### src/rtl/sample_page_buffer_pkg.sv
// sample_page_buffer_pkg: read-side state encoding, default geometry
// and a clog2 helper shared by the page buffer and its register banks.
package sample_page_buffer_pkg;

   localparam int PAGE_BYTES_DEF   = 64;
   localparam int EEPROM_BYTES_DEF = 32768;

   typedef enum logic [1:0] {
      IDLE   = 2'd0,
      STREAM = 2'd1,
      DONE   = 2'd2
   } rd_state_t;

   function automatic int clog2(input int n);
      int r;
      r = 0;
      while ((1 << r) < n) r = r + 1;
      return r;
   endfunction

endpackage

### src/rtl/sample_page_buffer_page_bank.sv
// page_bank: one DEPTH x 8 register bank.
// Ports: clk; we/waddr/wdata write port; raddr/rdata combinational read.
module page_bank
   import sample_page_buffer_pkg::*;
#(
   parameter int DEPTH = PAGE_BYTES_DEF,
   parameter int IDX_W = clog2(DEPTH)
) (
   input  logic             clk,
   input  logic             we,
   input  logic [IDX_W-1:0] waddr,
   input  logic [7:0]       wdata,
   input  logic [IDX_W-1:0] raddr,
   output logic [7:0]       rdata
);

   logic [7:0] mem [DEPTH];

   always_ff @(posedge clk) begin
      if (we) mem[waddr] <= wdata;
   end

   assign rdata = mem[raddr];

endmodule

### src/rtl/sample_page_buffer.sv
// sample_page_buffer: ping-pong page assembler from ADC samples to
// an EEPROM writer byte stream.
// Ports: CLK_50MHz, RESET (async, active-low); Sample_word/sample_valid
// sample input; page_byte/page_valid/page_ready/page_last byte stream
// with page_addr; status mem_full, overflow, drop_count.
module sample_page_buffer
   import sample_page_buffer_pkg::*;
#(
   parameter int PAGE_BYTES   = PAGE_BYTES_DEF,
   parameter int EEPROM_BYTES = EEPROM_BYTES_DEF,
   parameter int ADDR_W       = 15,
   parameter bit WRAP         = 1'b0,
   parameter int DROP_W       = 16
) (
   input  logic              CLK_50MHz,
   input  logic              RESET,
   input  logic [7:0]        Sample_word,
   input  logic              sample_valid,
   output logic [7:0]        page_byte,
   output logic              page_valid,
   input  logic              page_ready,
   output logic              page_last,
   output logic [ADDR_W-1:0] page_addr,
   output logic              mem_full,
   output logic              overflow,
   output logic [DROP_W-1:0] drop_count
);

   localparam int IDX_W = clog2(PAGE_BYTES);
   localparam logic [IDX_W-1:0] LAST_IDX =
      IDX_W'(PAGE_BYTES - 1);
   localparam logic [ADDR_W-1:0] LAST_PAGE =
      ADDR_W'(EEPROM_BYTES - PAGE_BYTES);
   localparam logic [ADDR_W-1:0] PAGE_STEP =
      ADDR_W'(PAGE_BYTES);

   rd_state_t        state;
   logic [1:0]       full;
   logic [1:0]       set_full;
   logic [1:0]       clr_full;
   logic             wr_bank;
   logic             rd_bank;
   logic [IDX_W-1:0] wr_idx;
   logic [IDX_W-1:0] rd_idx;
   logic [7:0]       rd_data0;
   logic [7:0]       rd_data1;
   logic             accept;
   logic             xfer;
   logic             page_done;

   // Acceptance looks only at registered flags: a bank freed this
   // cycle is not writable until the next one.
   assign accept    = sample_valid && !full[wr_bank] && !mem_full;
   assign xfer      = page_valid && page_ready;
   assign page_last = page_valid && (rd_idx == LAST_IDX);
   assign page_done = xfer && page_last;
   assign page_byte = page_valid
                    ? (rd_bank ? rd_data1 : rd_data0)
                    : 8'h00;

   assign set_full = (accept && (wr_idx == LAST_IDX))
                   ? (wr_bank ? 2'b10 : 2'b01)
                   : 2'b00;
   assign clr_full = page_done
                   ? (rd_bank ? 2'b10 : 2'b01)
                   : 2'b00;

   page_bank #(
      .DEPTH (PAGE_BYTES),
      .IDX_W (IDX_W)
   ) u_bank0 (
      .clk   (CLK_50MHz),
      .we    (accept && !wr_bank),
      .waddr (wr_idx),
      .wdata (Sample_word),
      .raddr (rd_idx),
      .rdata (rd_data0)
   );

   page_bank #(
      .DEPTH (PAGE_BYTES),
      .IDX_W (IDX_W)
   ) u_bank1 (
      .clk   (CLK_50MHz),
      .we    (accept && wr_bank),
      .waddr (wr_idx),
      .wdata (Sample_word),
      .raddr (rd_idx),
      .rdata (rd_data1)
   );

   always_ff @(posedge CLK_50MHz or negedge RESET) begin
      if (!RESET) begin
         full       <= 2'b00;
         wr_bank    <= 1'b0;
         wr_idx     <= '0;
         overflow   <= 1'b0;
         drop_count <= '0;
      end else begin
         // Set and clear never hit the same bank: a set needs the
         // bank empty, a clear needs it full.
         full <= (full & ~clr_full) | set_full;
         if (accept) begin
            if (wr_idx == LAST_IDX) begin
               wr_idx  <= '0;
               wr_bank <= ~wr_bank;
            end else begin
               wr_idx <= wr_idx + IDX_W'(1);
            end
         end else if (sample_valid) begin
            overflow <= 1'b1;
            if (drop_count != '1)
               drop_count <= drop_count + DROP_W'(1);
         end
      end
   end

   always_ff @(posedge CLK_50MHz or negedge RESET) begin
      if (!RESET) begin
         state      <= IDLE;
         page_valid <= 1'b0;
         rd_bank    <= 1'b0;
         rd_idx     <= '0;
         page_addr  <= '0;
         mem_full   <= 1'b0;
      end else begin
         unique case (state)
            IDLE: begin
               if (full[rd_bank] && !mem_full) begin
                  state      <= STREAM;
                  page_valid <= 1'b1;
               end
            end
            STREAM: begin
               if (xfer && !page_last) begin
                  rd_idx <= rd_idx + IDX_W'(1);
               end else if (xfer) begin
                  rd_idx     <= '0;
                  rd_bank    <= ~rd_bank;
                  page_valid <= 1'b0;
                  if (!WRAP && (page_addr == LAST_PAGE)) begin
                     mem_full <= 1'b1;
                     state    <= DONE;
                  end else begin
                     page_addr <= (page_addr == LAST_PAGE)
                                ? '0
                                : page_addr + PAGE_STEP;
                     state     <= IDLE;
                  end
               end
            end
            DONE: begin
               page_valid <= 1'b0;
            end
            default: begin
               state      <= IDLE;
               page_valid <= 1'b0;
            end
         endcase
      end
   end

endmodule

### config.mk
export PLATFORM = sky130hd
export DESIGN_NAME = sample_page_buffer
export DESIGN_NICKNAME = d
export VERILOG_FILES = /design/src/rtl/sample_page_buffer_pkg.sv /design/src/rtl/sample_page_buffer_page_bank.sv /design/src/rtl/sample_page_buffer.sv
export SDC_FILE = /design/constraint.sdc
export NUM_CORES = 1
export LEC_CHECK = 0
export ABC_AREA = 0
export BUFFER_PORTS_ARGS = -buffer_cell sky130_fd_sc_hd__buf_2
export CORE_MARGIN = 10
export CORE_UTILIZATION = 61
export DETAILED_ROUTE_END_ITERATION = 10
export PLACE_DENSITY_LB_ADDON = 0.05
export RECOVER_POWER = 50
export SLEW_MARGIN = 20
export SYNTH_ARGS = -nofsm -noshare
export SYNTH_HDL_FRONTEND = slang
export SYNTH_SLANG_ARGS = --single-unit
export TNS_END_PERCENT = 50
### constraint.sdc
create_clock -name CLK_50MHz -period 2.96 [get_ports CLK_50MHz]
set_input_delay 0.148 -clock CLK_50MHz [delete_from_list [all_inputs] [get_ports CLK_50MHz]]
set_output_delay 0.148 -clock CLK_50MHz [all_outputs]
set_load 0.05 [all_outputs]
==> impl_metrics.env, run 1 <==
export IMPL_skew_ns=0.0298
export IMPL_synth_seq_area_share=0.763
export IMPL_yosys_warnings=0
export IMPL_fin_nets=2458
export IMPL_rsz0062_at_grt="true"
export IMPL_dieArea_um2=79500
export IMPL_synth_area_um2=41800
export IMPL_clkTransAtPathRegs_ns=0.06
export IMPL_required_ns=2.81
export IMPL_setup_worst_path_end_class="primary output"
export IMPL_numCtsBuffers=104
export IMPL_synthTopCellsByArea="edfxtp_1, mux4_2, dfrtp_1, mux2i_1, nor2_1"
export IMPL_path_class="flop to primary output"
export IMPL_coreArea_um2=67600
export IMPL_p_leak_nw=15.7
export IMPL_synthMostInstantiatedCell="edfxtp_1"
export IMPL_synth_edf_count=1024
export IMPL_place_inst=3164
export IMPL_ir_worst_vdd_uv=743
export IMPL_drt_initial_drc_count=2142
export IMPL_status="finished, violations left"
export IMPL_grt_pass1_wl_mm=150
export IMPL_setup_worst_path_start_class="flop"
export IMPL_place_congestion=0.886
export IMPL_hpwl_mm=61.9
export IMPL_drive_gt1_frac=0.323
export IMPL_rows=95
export IMPL_drv_cap=10
export IMPL_synth_top_area_cell="edfxtp_1"
export IMPL_vias_per_cell=6.43
export IMPL_hold_viol=0
export IMPL_fillers=3884
export IMPL_stdcell_count=3401
export IMPL_io_buffers=48
export IMPL_yosys_most_used_dff="edfxtp_1"
export IMPL_wl_per_cell_um=29.7
export IMPL_synthArstFlopShare=0.0430
export IMPL_track_usage=0.259
export IMPL_drtAntennaViolNets=0
export IMPL_synth_seq_cells=1070
export IMPL_root_buffer="clkbuf_16"
export IMPL_cts_buffer_depth=3
export IMPL_fin_crit_ns=3.35
export IMPL_die_h_um=282
export IMPL_synth_common_cells="edfxtp_1, mux4_2, nor2_1"
export IMPL_overflow=0
export IMPL_synthCells=2115
export IMPL_antenna_cells=0
export IMPL_drc=0
export IMPL_fp_dieW_um=282
export IMPL_clock_latency_ns=0.67
export IMPL_setup_slack_ns=-0.389
export IMPL_power_mw=30.3
export IMPL_path_max_fanout=7
export IMPL_antenna_found_initial=0
export IMPL_worst_ep_arrival_time_ns=3.20
export IMPL_start_util=0.619
export IMPL_io_pins=55
export IMPL_drv_slew=521
export IMPL_dr_pass1_iters=7
export IMPL_relSlewSlack=-1.04
export IMPL_grt_pass1_vias=22400
export IMPL_holdCritPathClass="input pin to flop"
export IMPL_clock_sinks=1070
export IMPL_num_vias=21900
export IMPL_grt_max_degree=121
export IMPL_syn_to_final_growth_pct=18.7
export IMPL_fin_crit_sh=1.13
export IMPL_cts_tree="yes"
export IMPL_synth_avg_cell_area_um2=19.8
export IMPL_htree_num_levels=3
export IMPL_yosysUniqueCellTypes=49
export IMPL_setup_viol_count_final=8
export IMPL_fmax_mhz=299
export IMPL_yosys_area_top_type_share=0.735
export IMPL_power_density_nw_per_um2=610
export IMPL_tightest_slew_ns=3.06
export IMPL_wl_mm=101
export IMPL_failed_checks="max-capacitance violations, max-slew violations, negative setup slack"
registers in the layout (all words and copies together) (netlist names):
| register | count |
|---|---|
| rd_idx | 6 |
| wr_idx | 6 |
| page_addr | 9 |
| u_bank1.mem | 512 |
| state | 2 |
| mem_full | 1 |
| overflow | 1 |
| wr_bank | 1 |
| drop_count | 16 |
| u_bank0.mem | 512 |
| page_valid | 1 |
| full | 2 |
| rd_bank | 1 |
worst max-delay path: stages (launching register included):
cell and delay, ns:
dfrtp_4 0.50, buf_8 0.15, buf_12 0.15, buf_12 0.13
buf_16 0.13, mux4_2 0.43, mux2i_1 0.19, nand2_1 0.13
a31oi_4 0.34, o22ai_4 0.16, buf_6 0.18
final timing paths:
kind | depth (start not counted) | slack (ns) | endpoint | from
worst max-delay path | 10 | -0.39 | page_byte[1] | rd_idx[0]
worst min-delay path | 4 | 0.42 | wr_idx[2] | sample_valid
worst max register to register | 4 | 0.10 | u_bank1.mem[19][3] | wr_bank
worst min register to register | 1 | 0.47 | overflow | overflow
max in group asynchronous | 3 | 0.88 | drop_count[4] | RESET
min in group asynchronous | 2 | 0.53 | page_addr[12] | RESET
per-stage QoR:
step	hold slack, ns	instance area [um^2]	utilization	setup WS (ns)	setup TNS, ns
floorplan	-0.148	41900	-	0.316	0
global placement	0.238	44900	0.663	-0.242	-0.377
detailed placement	0.249	44900	0.663	-0.260	-0.440
CTS	0.0378	49500	0.732	-0.421	-3.24
global route	0.423	49700	0.734	-0.434	-38.06
finish	0.418	49700	0.734	-0.389	-2.90
layout by cell type (no fill, tap or decap), types with 18 or more instances in the layout:
| master | count |
|---|---|
| a22oi_1 | 21 |
| a22oi_2 | 43 |
| buf_12 | 18 |
| buf_2 | 24 |
| buf_4 | 235 |
| clkbuf_1 | 43 |
| clkbuf_16 | 110 |
| clkinv_1 | 27 |
| dfrtp_1 | 44 |
| edfxtp_1 | 1024 |
| mux2i_1 | 107 |
| mux4_2 | 208 |
| nand2_1 | 55 |
| nand3_1 | 18 |
| nor2_1 | 147 |
| o22ai_1 | 56 |
| or3_1 | 30 |
| xnor2_1 | 22 |
layer usage:
metal,part of all wire,global-route usage,vias up
met2,0.49,0.416,926
met1,0.40,0.356,11500
met3,0.073,0.0465,178
met5,0,0,-
met4,0.035,0.0927,0
li1,-,-,9323
cell type report:
type	count	area, um^2	share of cell area
Sequential cell	1070	31900	0.643
Multi-Input combinational cell	903	9970	0.201
Timing Repair Buffer	355	3320	0.0669
Clock buffer	135	2870	0.0577
Tap cell	873	1090	0.0220
Clock inverter	58	482	0.00970
Inverter	7	26.3	0.000529
cell families after synthesis:
kind of cell / after synthesis / synth area share
flip-flops: 1070 / 0.763
multiplexers: 326 / 0.140
AND/OR/NAND/NOR: 325 / 0.0360
AO/OA/AOI/OAI: 214 / 0.0355
buffers and inverters: 147 / 0.0184
XOR/XNOR: 27 / 0.00565
adder cells (fa/ha/maj): 5 / 0.00150
other: 1 / 0.0000896
timing repair:
| item | in CTS | in global routing |
|---|---|---|
| endpoints found under the hold margin | 42 | 0 |
| gates resized for setup | 145 | 49 |
| endpoints found under the setup margin | 8 | 9 |
| pin swaps | 33 | 27 |
| setup buffers | 22 | 11 |
| cloned | 12 | 1 |
| hold buffers | 4 | 0 |
where the power goes:
group / internal [mW] / total (mW) / switching, mW
clock: 7.49 / 13.0 / 5.47
combinational: 0.0966 / 0.600 / 0.504
sequential: 16.6 / 16.7 / 0.0703
(Power assumes the default switching activity.)
==> inputs of run 2 (changes only) <==
--- a/config.mk
+++ b/config.mk
@@ -10,7 +10,7 @@
 export CORE_MARGIN = 10
 export CORE_UTILIZATION = 61
 export DETAILED_ROUTE_END_ITERATION = 10
-export PLACE_DENSITY_LB_ADDON = 0.05
+export PLACE_DENSITY = 0.77
 export RECOVER_POWER = 50
 export SLEW_MARGIN = 20
 export SYNTH_ARGS = -nofsm -noshare
==> run 2 against run 1 <==
Against the previous run: the run still ends with max-capacitance violations, max-slew violations, negative setup slack left; global-route usage rose by 0.29 points; first-iteration DRC count grew 60%; worst setup slack lost 0.11 ns; non-clock buffer count decreased by 28; die area is the same; design area is 0.54% lower.
==> impl_metrics.env, run 2 (synthesized netlist as in run 1, its figures left out) <==
export IMPL_status="finished, violations left"
export IMPL_failed_checks="max-capacitance violations, max-slew violations, negative setup slack"
export IMPL_wl_per_cell_um=31.4
export IMPL_coreArea_um2=67600
export IMPL_grt_pass1_wl_mm=153
export IMPL_io_buffers=48
export IMPL_cts_buffer_depth=3
export IMPL_fillers=3606
export IMPL_required_ns=2.81
export IMPL_wl_mm=106
export IMPL_root_buffer="clkbuf_16"
export IMPL_layout_common_cells="edfxtp_1, buf_4, mux4_2"
export IMPL_clock_sinks=1070
export IMPL_setup_slack_ns=-0.502
export IMPL_pwr_share_clk=0.416
export IMPL_drv_cap=8
export IMPL_setup_worst_path_start_class="flop"
export IMPL_fp_dieW_um=282
export IMPL_place_inst=3135
export IMPL_pwr_share_comb=0.020
export IMPL_stdcell_count=3365
export IMPL_skew_ns=0.0303
export IMPL_start_util=0.619
export IMPL_final_common_cell="edfxtp_1"
export IMPL_use_met1=0.358
export IMPL_reg2reg_to="u_bank0.mem[40][3]"
export IMPL_multi_input_comb_area_um2=10100
export IMPL_dr_pass1_iters=5
export IMPL_drive_gt1_frac=0.323
export IMPL_fin_crit_ns=3.46
export IMPL_dpl_instance_area_um2=44700
export IMPL_worst_ep_arrival_time_ns=3.31
export IMPL_power_share_sequential=0.563
export IMPL_fin_util=0.730
export IMPL_syn_to_final_growth_pct=18.1
export IMPL_track_usage=0.262
export IMPL_antenna_found_initial=1
export IMPL_min_to="wr_idx[2]"
export IMPL_holdWs_ns=0.433
export IMPL_grt_busiest_layer="met2"
export IMPL_tightest_slew_ns=2.81
export IMPL_r2r_cells=6
export IMPL_rows=95
export IMPL_power_switching_mw=5.99
export IMPL_grt_max_degree=80
export IMPL_hold_viol=0
export IMPL_hpwl_mm=60.3
export IMPL_path_class="flop to primary output"
export IMPL_path_max_fanout=11
export IMPL_clock_latency_ns=0.67
export IMPL_switching_share=0.202
export IMPL_dpl_worst_slack_ns=-0.0456
export IMPL_drv_slew=490
export IMPL_use_met3=0.0499
export IMPL_place_congestion=0.968
export IMPL_min_path_cells=4
export IMPL_p_int_mw=23.7
export IMPL_fmax_mhz=289
export IMPL_drtAntennaViolNets=0
export IMPL_die_h_um=282
export IMPL_setup_worst_path_end_class="primary output"
export IMPL_overflow=0
export IMPL_htree_num_levels=3
export IMPL_power_mw=29.7
export IMPL_fin_setup_tns_ns=-3.52
export IMPL_r2r_slack_ns=0.13
export IMPL_num_vias=22800
export IMPL_p_leak_nw=15.5
export IMPL_fin_crit_sh=1.17
export IMPL_power_density_nw_per_um2=601
export IMPL_hp_start="sample_valid"
export IMPL_fin_nets=2428
export IMPL_relSlewSlack=-0.871
export IMPL_rsz0062_at_grt="true"
export IMPL_vias_per_cell=6.78
export IMPL_drt_initial_drc_count=3421
export IMPL_post_route_cell_area_um2=49400
export IMPL_setup_viol_count_final=32
export IMPL_clkTransAtPathRegs_ns=0.06
export IMPL_dieArea_um2=79500
export IMPL_holdCritPathClass="input pin to flop"
export IMPL_cts_tree="yes"
export IMPL_ir_worst_vdd_uv=582
export IMPL_regArea_um2=31900
export IMPL_reg_top3="u_bank0.mem: 512 flops, u_bank1.mem: 512 flops, drop_count: 16 flops"
export IMPL_grtUsageMet2=0.421
export IMPL_io_pins=55
export IMPL_numCtsBuffers=102
export IMPL_drc=0
export IMPL_timing_rr_start="full[1]"
export IMPL_grt_pass1_vias=22700
==> run 2: changes by cell type in the layout (fill, tap and decap cells not counted), sizes merged <==
cell,delta
bufinv,-2
diode,+1
clkinv,+1
clkinvlp,-1
clkbuf,-3
inv,-1
buf,-26
bufbuf,-4
dlygate4sd3,-1
==> run 2: layout make-up <==
class	count	area share
timing repair buffer	327	0.0633
inverter	7	0.000532
tap	873	0.0221
clock inverter	55	0.00861
antenna	1	0.0000507
multi-input combinational	903	0.205
clock buffer	129	0.0546
sequential	1070	0.646
==> run 2: routing by layer <==
layer | part of all wire | routed length (um)
met4 | 0.042 | 4420
met2 | 0.49 | 52200
met3 | 0.10 | 10800
met1 | 0.36 | 38200
met5 | 0 | 0
==> run 2: worst max path at each step <==
stage                     cells after the start      start  slack [ns]            endpoint
after floorplan                               5   mem_full        0.32  u_bank0.mem[31][0]
after global placement                        8  rd_idx[0]       -0.03        page_byte[3]
after detailed placement                      8  rd_idx[0]       -0.05        page_byte[3]
after CTS                                    11  rd_idx[0]       -0.45        page_byte[3]
after global routing                         11  rd_idx[0]       -0.54        page_byte[2]
final                                        11  rd_idx[0]       -0.50        page_byte[2]
==> run 2: worst max-delay path, cell delays in order, from the launching register on <==
cell     delay, ns
dfrtp_4       0.57
buf_12        0.19
buf_12        0.13
buf_16        0.15
buf_12        0.15
mux2i_2       0.20
o22ai_1       0.16
or3_1         0.43
a31oi_1       0.24
buf_4         0.18
o22ai_4       0.09
buf_12        0.16
==> run 2: power by group through the flow <==
| stage | sequential, mW | clock [mW] | combinational, mW |
|---|---|---|---|
| floorplan | 17.2 | 0 | 0.106 |
| global placement | 17.0 | 0 | 0.586 |
| detailed placement | 17.0 | 0 | 0.625 |
| CTS | 16.7 | 12.4 | 0.627 |
| global route | 16.7 | 13.0 | 0.646 |
| finish | 16.7 | 12.3 | 0.607 |
==> run 2: what timing repair did <==
item / CTS / global route
hold endpoints to repair: 38 / 0
setup endpoints to repair: 8 / 57
buffers inserted: 18 / 16
pin swaps: 12 / 25
gates cloned: 8 / 6
resized for setup: 92 / 111
hold buffers: 3 / 0
